<file path="src/rtl/mem_access.sv">
// Load/store unit between the execute stage and the data cache: IDLE -> REQ -> WAIT FSM.
// Optional MEM_ACCESS_MISALIGN_TRAP_EN rejects misaligned ops instead of truncating the address.
module mem_access #(
   parameter int unsigned TIMEOUT_CYCLES = 16
) (
   input  logic        clk,
   input  logic        rst,
   input  logic        mem_valid,
   input  logic        mem_we,
   input  logic [1:0]  mem_size,
   input  logic        mem_unsigned,
   input  logic [31:0] mem_addr,
   input  logic [31:0] mem_wdata,
   output logic        stall,
   output logic        load_valid,
   output logic [31:0] load_data,
   output logic        misalign,
   output logic        bus_err,
   output logic        dcache_req,
   output logic        dcache_we,
   output logic [31:0] dcache_addr,
   output logic [31:0] dcache_wdata,
   output logic [3:0]  dcache_be,
   input  logic        dcache_ready,
   input  logic        dcache_rvalid,
   input  logic [31:0] dcache_rdata
);

   localparam int unsigned CntW = (TIMEOUT_CYCLES > 1) ? $clog2(TIMEOUT_CYCLES) : 1;
   localparam logic [CntW-1:0] CntLast = CntW'(TIMEOUT_CYCLES - 1);

   typedef enum logic [1:0] {StIdle, StReq, StWait} state_e;

   state_e          state_q;
   logic [CntW-1:0] cnt_q;
   logic [29:0]     addr_q;
   logic [1:0]      off_q;
   logic [1:0]      size_q;
   logic            we_q;
   logic            uns_q;
   logic [31:0]     wdata_q;
   logic [3:0]      be_q;
   logic            dcache_req_q;
   logic            dcache_we_q;
   logic            load_valid_q;
   logic            misalign_q;
   logic            bus_err_q;
   logic [31:0]     load_data_q;

   logic            reject;
   logic [1:0]      off_d;
   logic [3:0]      be_d;
   logic [31:0]     wdata_d;
   logic [31:0]     lane;
   logic [31:0]     ext_d;

`ifdef MEM_ACCESS_MISALIGN_TRAP_EN
   assign reject = ((mem_size == 2'b01) & mem_addr[0]) | (mem_size[1] & (|mem_addr[1:0]));
`else
   assign reject = 1'b0;
`endif

   // Byte offset is forced to the natural alignment of the access size.
   always_comb begin
      off_d   = mem_addr[1:0];
      be_d    = 4'b0001;
      wdata_d = {24'b0, mem_wdata[7:0]};
      case (mem_size)
         2'b00: begin
            off_d   = mem_addr[1:0];
            be_d    = 4'b0001;
            wdata_d = {24'b0, mem_wdata[7:0]};
         end
         2'b01: begin
            off_d   = {mem_addr[1], 1'b0};
            be_d    = 4'b0011;
            wdata_d = {16'b0, mem_wdata[15:0]};
         end
         default: begin
            off_d   = 2'b00;
            be_d    = 4'b1111;
            wdata_d = mem_wdata;
         end
      endcase
      be_d    = be_d << off_d;
      wdata_d = wdata_d << {off_d, 3'b000};
   end

   always_comb begin
      lane  = dcache_rdata >> {off_q, 3'b000};
      ext_d = lane;
      case (size_q)
         2'b00:   ext_d = uns_q ? {24'b0, lane[7:0]} : {{24{lane[7]}}, lane[7:0]};
         2'b01:   ext_d = uns_q ? {16'b0, lane[15:0]} : {{16{lane[15]}}, lane[15:0]};
         default: ext_d = lane;
      endcase
   end

   always_ff @(posedge clk) begin
      if (rst) begin
         state_q      <= StIdle;
         cnt_q        <= '0;
         addr_q       <= '0;
         off_q        <= '0;
         size_q       <= '0;
         we_q         <= 1'b0;
         uns_q        <= 1'b0;
         wdata_q      <= '0;
         be_q         <= '0;
         dcache_req_q <= 1'b0;
         dcache_we_q  <= 1'b0;
         load_valid_q <= 1'b0;
         misalign_q   <= 1'b0;
         bus_err_q    <= 1'b0;
         load_data_q  <= '0;
      end else begin
         load_valid_q <= 1'b0;
         misalign_q   <= 1'b0;
         bus_err_q    <= 1'b0;
         case (state_q)
            StIdle: begin
               if (mem_valid) begin
                  if (reject) begin
                     misalign_q <= 1'b1;
                  end else begin
                     addr_q       <= mem_addr[31:2];
                     off_q        <= off_d;
                     size_q       <= mem_size;
                     we_q         <= mem_we;
                     uns_q        <= mem_unsigned;
                     wdata_q      <= wdata_d;
                     be_q         <= be_d;
                     dcache_req_q <= 1'b1;
                     dcache_we_q  <= mem_we;
                     state_q      <= StReq;
                  end
               end
            end
            StReq: begin
               if (dcache_ready) begin
                  dcache_req_q <= 1'b0;
                  dcache_we_q  <= 1'b0;
                  cnt_q        <= '0;
                  state_q      <= we_q ? StIdle : StWait;
               end
            end
            StWait: begin
               if (dcache_rvalid) begin
                  load_data_q  <= ext_d;
                  load_valid_q <= 1'b1;
                  cnt_q        <= '0;
                  state_q      <= StIdle;
               end else if (cnt_q == CntLast) begin
                  load_data_q <= '0;
                  bus_err_q   <= 1'b1;
                  cnt_q       <= '0;
                  state_q     <= StIdle;
               end else begin
                  cnt_q <= cnt_q + CntW'(1);
               end
            end
            default: state_q <= StIdle;
         endcase
      end
   end

   assign stall        = ((state_q == StIdle) & mem_valid & ~reject) | (state_q != StIdle);
   assign load_valid   = load_valid_q;
   assign load_data    = load_data_q;
   assign misalign     = misalign_q;
   assign bus_err      = bus_err_q;
   assign dcache_req   = dcache_req_q;
   assign dcache_we    = dcache_we_q;
   assign dcache_addr  = {addr_q, 2'b00};
   assign dcache_wdata = wdata_q;
   assign dcache_be    = be_q;

endmodule

</file>
<file path="config.mk">
export PLATFORM = sky130hd
export DESIGN_NAME = mem_access
export DESIGN_NICKNAME = d
export VERILOG_FILES = /design/src/rtl/mem_access.sv
export SDC_FILE = /design/constraint.sdc
export NUM_CORES = 1
export LEC_CHECK = 0
export CAP_MARGIN = 20
export CORE_ASPECT_RATIO = 2
export CORE_UTILIZATION = 42
export CTS_CLUSTER_SIZE = 10
export DETAILED_ROUTE_END_ITERATION = 10
export MAX_ROUTING_LAYER = met4
export PLACE_DENSITY = 0.76
export RECOVER_POWER = 25
export SLEW_MARGIN = 30
export SYNTH_ARGS = -nofsm -noshare
export SYNTH_HDL_FRONTEND = slang
export SYNTH_SLANG_ARGS = --single-unit
</file>
<file path="constraint.sdc">
create_clock -name clk -period 2.1 [get_ports clk]
set_clock_uncertainty 0.2 [all_clocks]
set_input_delay 0.315 -clock clk [delete_from_list [all_inputs] [get_ports clk]]
set_output_delay 0.315 -clock clk [all_outputs]
set_load 0.01 [all_outputs]
</file>
After elaboration in Yosys (flattened, before gate mapping)

Index checks and enable logic that the tools add are counted.

$add $sub $neg: 1
Equal/unequal tests: 8
Shift operators: 3
Multiplexer cells: 25
Bitwise logic cells: 3
Reductions and logical operators: 14

Operator list:

| operator                                       | number |
|---|---|
| two-way mux 32 bit                             | 4 |
| one-hot mux 32 bit (2 select lines)            | 2 |
| left shift 32 x 5 -> 32 bit                    | 1 |
| >> shifter 32 x 5 -> 32 bit                    | 1 |
| one-hot mux 4 bit (2 select lines)             | 2 |
| two-way mux 4 bit                              | 3 |
| two-way mux 2 bit                              | 5 |
| nonzero test 2 bit                             | 4 |
| == test 2 x 1 -> 1 bit (second input constant) | 3 |
| logical NOT 2 bit                              | 3 |
| one-hot mux 2 bit (3 select lines)             | 1 |
| AND reduction 2 bit                            | 3 |
| AND reduction 3 bit                            | 2 |
| two-way mux 1 bit                              | 5 |
| adder 4 x 1 -> 4 bit (second input constant)   | 1 |
| == test 4 bit (second input constant)          | 1 |
| inequality test 2 bit (second input constant)  | 2 |
| one-hot mux 1 bit (2 select lines)             | 2 |
| one-hot mux 2 bit (2 select lines)             | 1 |
| left shift 4 x 2 -> 4 bit                      | 1 |
| inequality test 3 bit (second input constant)  | 1 |
| OR reduction 3 bit                             | 1 |
| == test 2 bit (second input constant)          | 1 |
| OR reduction 2 bit                             | 1 |
| other kinds (3)                                | 3 |

Register bits after elaboration: 114
Input port bits: 105
Output and inout bits: 106
Logic and storage cells: 68

Depth between registers and ports, before layout

Word-level depth: 4
Depth in mapped cells: 6
Gate-level depth less buffers: 5

Worst setup path after synthesis

OpenSTA, ideal clock, no wires.

Path type: reg2reg
Start: register off_q[0]
End: register load_data_q[21], in the netlist load_data[21]
Library setup time: 0.123 ns
Arrival: 1.525 ns
Required time: 1.777 ns
Slack: 0.252 ns
Stages on the path, launching flop included: 5
Buffers on the path: 2
Period minus slack after synthesis: 1.848 ns
Cell sequence: dfxtp_1 > buf_2 > buf_1 > mux2_2 > a221o_2

Longest elaborated chain between the ends: 4
Elaborated cells on any way between the ends: 5
Those cells by class: shift (1); mux (4)

Ends and longest elaborated chain:

| element                                      | line   | source |
|---|---|---|
| from (decl)                                  | 37     | `logic [1:0] off_q;` |
| from (signal assigned)                       | 104    | `off_q <= '0;` |
| from (signal assigned)                       | 127    | `off_q <= off_d;` |
| >> shifter 32 x 5 -> 32 bit (*)              | 90     | `lane = dcache_rdata >> {off_q, 3'b000};` |
| two-way mux 32 bit, on equally long branches | 94, 93 |  |
| one-hot mux 32 bit (2 select lines) (*)      | 92     | `case (size_q)` |
| two-way mux 32 bit (*)                       | 148    | `if (dcache_rvalid) begin` |
| to (signal assigned)                         | 149    | `load_data_q <= ext_d;` |
| to (decl)                                    | 48     | `logic [31:0] load_data_q;` |

Mark *: on every way between the ends. The rest lies on a longest branch, timed or not.
A chain may end at the register's enable or synchronous reset.

Worst setup path in the final report

Start: register state_q[0]
End: register load_data_q[26], in the netlist load_data[26]

Longest elaborated chain between the ends: 2

Ends and longest elaborated chain:

| element                       | line | source |
|---|---|---|
| from (decl)                   | 34   | `state_e state_q;` |
| from (signal assigned)        | 101  | `state_q <= StIdle;` |
| from (signal assigned)        | 135  | `state_q <= StReq;` |
| from (signal assigned)        | 144  | `state_q <= we_q ? StIdle : StWait;` |
| == test 2 bit                 | 120  | `case (state_q)` |
| AND reduction 2 bit (no line) | n/a  |  |

No other way between the ends.

==> flow_summary_export.csv <==
group,metric,value,unit
drt,top_layer,"met4",
synth,ys_seq_area_share,47.8,%
timing,period_share,94.0,%
power,pwr-share-clk,44.6,%
power,comb_power_share,15.9,%
timing,tightest_slew,727,ps
synth,synthCells,535,
floorplan,ioPinCount,211,
floorplan,die-area,0.0118,mm²
worst_setup_path,endpoint_kind,"flop",
timing,fin_hold_ws,176,ps
timing,report.final.slew_viol_count,0,
layout,nets,864,
floorplan,core,0.0109,mm²
power,powerDensity,766,mW/mm²
floorplan,start_util,43.6,%
power,sequentialPowerShare,39.6,%
worst_setup_path,path_buf_inv,2,
worst_setup_path,cpMostUsedCell,"buf_4",
grt,grt-ovfl-total,0,
outcome,status,"complete, no violations",
drt,wl_met1,5440,µm
layout,drive_above_1_share,13.7,%
grt,grt_max_degree,71,
worst_setup_path,critical-path-max-stage-delay,380,ps
power,switching_power,1450,µW
worst_setup_path,crit_family,"simple AND/OR/NAND/NOR gates",
clock_tree,numCtsBuffers,17,
worst_hold_path,hp-class,"input pin to flop",
clock_tree,insertion_delay,400,ps
drt,viasPerCell,5.40,
drt,ant_nets,0,
synth,synth_top_area_share,47.8,%
synth,ys_seq_elements,114,
place,postPlaceCellArea,0.00712,mm²
worst_setup_path,path_depth,6,
power,power.total,5860,µW
layout,area_growth,60.6,%
worst_setup_path,worstSetupStartpointType,"flop",
power,swShare,24.7,%
drt,drc,0,
worst_setup_path,cp_max_fo,17,
clock_tree,htree_levels,4,
synth,synthArstFlopShare,0,%
drt,detail_route.wl_per_cell,17.1,µm
worst_setup_path,worstPathRequired,2180,ps
worst_setup_path,crit_path_cell_trace,"nand4bb_1, buf_4, nor3b_4, nor2b_1, buf_4, a221o_2",
synth,synth_area_per_cell,8.92,µm²
worst_setup_path,crit_type,"flop to flop",
floorplan,rows,54,
floorplan,die_y,153,µm
worst_hold_path,min_path_cells,3,
place,pre_cts_ws,-385,ps
layout,layout_commonest_cell,"clkdlybuf4s50_1",
power,vdd_drop_max,0.629,mV
grt,grt_pass1_wl,24500,µm
drt,wl_met2,8470,µm
synth,synth_top_area_cell,"dfxtp_1",
synth,ys_top_cells_by_area,"dfxtp_1, nand2_1, a21oi_1",
place,io_buffers,207,
floorplan,die_x,77.4,µm
synth,syn_area,0.00477,mm²
timing,period_minus_slack,1970,ps
worst_setup_path,r2r_cells,6,
clock_tree,root_buffer,"clkbuf_16",
timing,fin_ws,125,ps
grt,grt_usage,27.4,%
clock_tree,cts_sinks,114,
clock_tree,ctsHoldBuffers,0,
synth,synth_edf_count,0,
synth,synth_cell_type_count,51,
timing,max_freq,506,MHz
worst_setup_path,arrival,2060,ps
place,gp_congestion,0.808,
synth,yosys_warnings,0,
clock_tree,cts_buffer_depth,2,
timing,rsz0062_at_grt,"no",
clock_tree,path_clk_slew,50,ps
timing,finalSetupViolations,0,
drt,drtIter0Drc,238,
worst_setup_path,critPathSlowestCell,"dfxtp_1",
drt,wl,15500,µm
drt,drt-pass1-iter-count,8,
synth,synth_ff_type,"dfxtp_1",
timing,relSlewSlack,51.6,%
grt,antenna_found_initial,0,
place,hpwl,11600,µm
flow_run,maxCapViolations,0,
layout,fin_area,0.00766,mm²
drt,wl_met3,852,µm
clock_tree,cts_tree,"done",
grt,first_global_vias,5020,
power,power.internal,4420,µW
timing,hold_viol_final,0,
power,power_leakage,0.00294,µW
layout,final_cell_mix,"clkdlybuf4s50_1, dfxtp_1, nand2_1, a21oi_1, nor2_1",
layout,antenna-diode-count,0,
drt,vias,4912,
==> cells by family after synthesis <==
group                      synth area share (%)
DFF                                        47.8
xor gates and xnor gates                  0.184
buffers and inverters                      5.09
AOI/OAI and AO/OA                          21.2
and+or+nand+nor                            18.7
other                                    0.0786
muxes                                      6.66
adders and majority gates                 0.262
==> through the flow <==
| step | utilization [%] | cells | setup TNS [ps] |
|---|---|---|---|
| 2_1_floorplan | - | 537 | 0 |
| 3_3_place_gp | 65.1 | 878 | -17230 |
| 3_5_place_dp | 65.1 | 878 | -19830 |
| 4_1_cts | 70.1 | 908 | 0 |
| 5_1_grt | 70.0 | 909 | 0 |
| 6_report | 70.0 | 909 | 0 |
==> synth_stat cells (all sizes together), types with 6 or more instances <==
| cell | number |
|---|---|
| nor2 | 38 |
| clkbuf | 27 |
| dfxtp | 114 |
| a31oi | 17 |
| buf | 18 |
| nand2 | 111 |
| a22oi | 18 |
| mux2i | 10 |
| a221o | 16 |
| nand3 | 19 |
| o21ai | 19 |
| a221oi | 8 |
| o2bb2ai | 15 |
| mux2 | 17 |
| nor3 | 6 |
| a21oi | 47 |
==> final timing paths <==
| check | from | to | slack [ps] |
|---|---|---|---|
| setup / recovery | state_q[0]$_SDFFE_PP0P_ | load_data[26]$_SDFFE_PP0P_ | 130 |
| hold / removal | rst | dcache_wdata[2]$_SDFFE_PP0P_ | 180 |
| setup reg to reg | state_q[0]$_SDFFE_PP0P_ | load_data[26]$_SDFFE_PP0P_ | 130 |
| hold reg to reg | addr_q[26]$_SDFFE_PP0P_ | addr_q[26]$_SDFFE_PP0P_ | 250 |
==> tightest hold or removal path, stage by stage <==
cell and delay (ps):
buf_2 150, buf_4 190, nor2_1 90
==> registers in the layout, indices dropped and copies added, names as in the netlist, 2 cells and up <==
register      cells
addr_q           30
cnt_q             4
dcache_be         4
dcache_wdata     32
load_data        32
off_q             2
size_q            2
state_q           2
==> power by group through the flow <==
| stage | registers (µW) | logic, µW | clock network [µW] |
|---|---|---|---|
| 3_3_place_gp | 2360 | 926 | 0 |
| 2_1_floorplan | 2400 | 379 | 0 |
| 4_1_cts | 2320 | 947 | 2660 |
| 6_report | 2320 | 930 | 2610 |
| 5_1_grt | 2330 | 1000 | 2760 |
| 3_5_place_dp | 2360 | 941 | 0 |
==> repair_timing <==
| action | CTS | global route |
|---|---|---|
| pin swaps | 1 | 1 |
| endpoints found under the setup margin | 25 | 17 |
| resized for setup | 3 | 1 |
| setup buffers | 0 | 1 |
==> routing by layer <==
layer	up-vias	GRT usage (%)
met5	-	-
met4	0	16.4
met3	49	5.15
met2	247	49.3
met1	2270	26.5
li1	2346	-
==> layout make-up <==
type                            instances  area [µm²]
Clock buffer                           19         453
Clock inverter                         11        90.1
Fill cell                             886        3290
Inverter                                5        18.8
Multi-Input combinational cell        373        2250
Sequential cell                       114        2280
Tap cell                              140         175
Timing Repair Buffer                  247        2390
(Power assumes the default switching activity.)
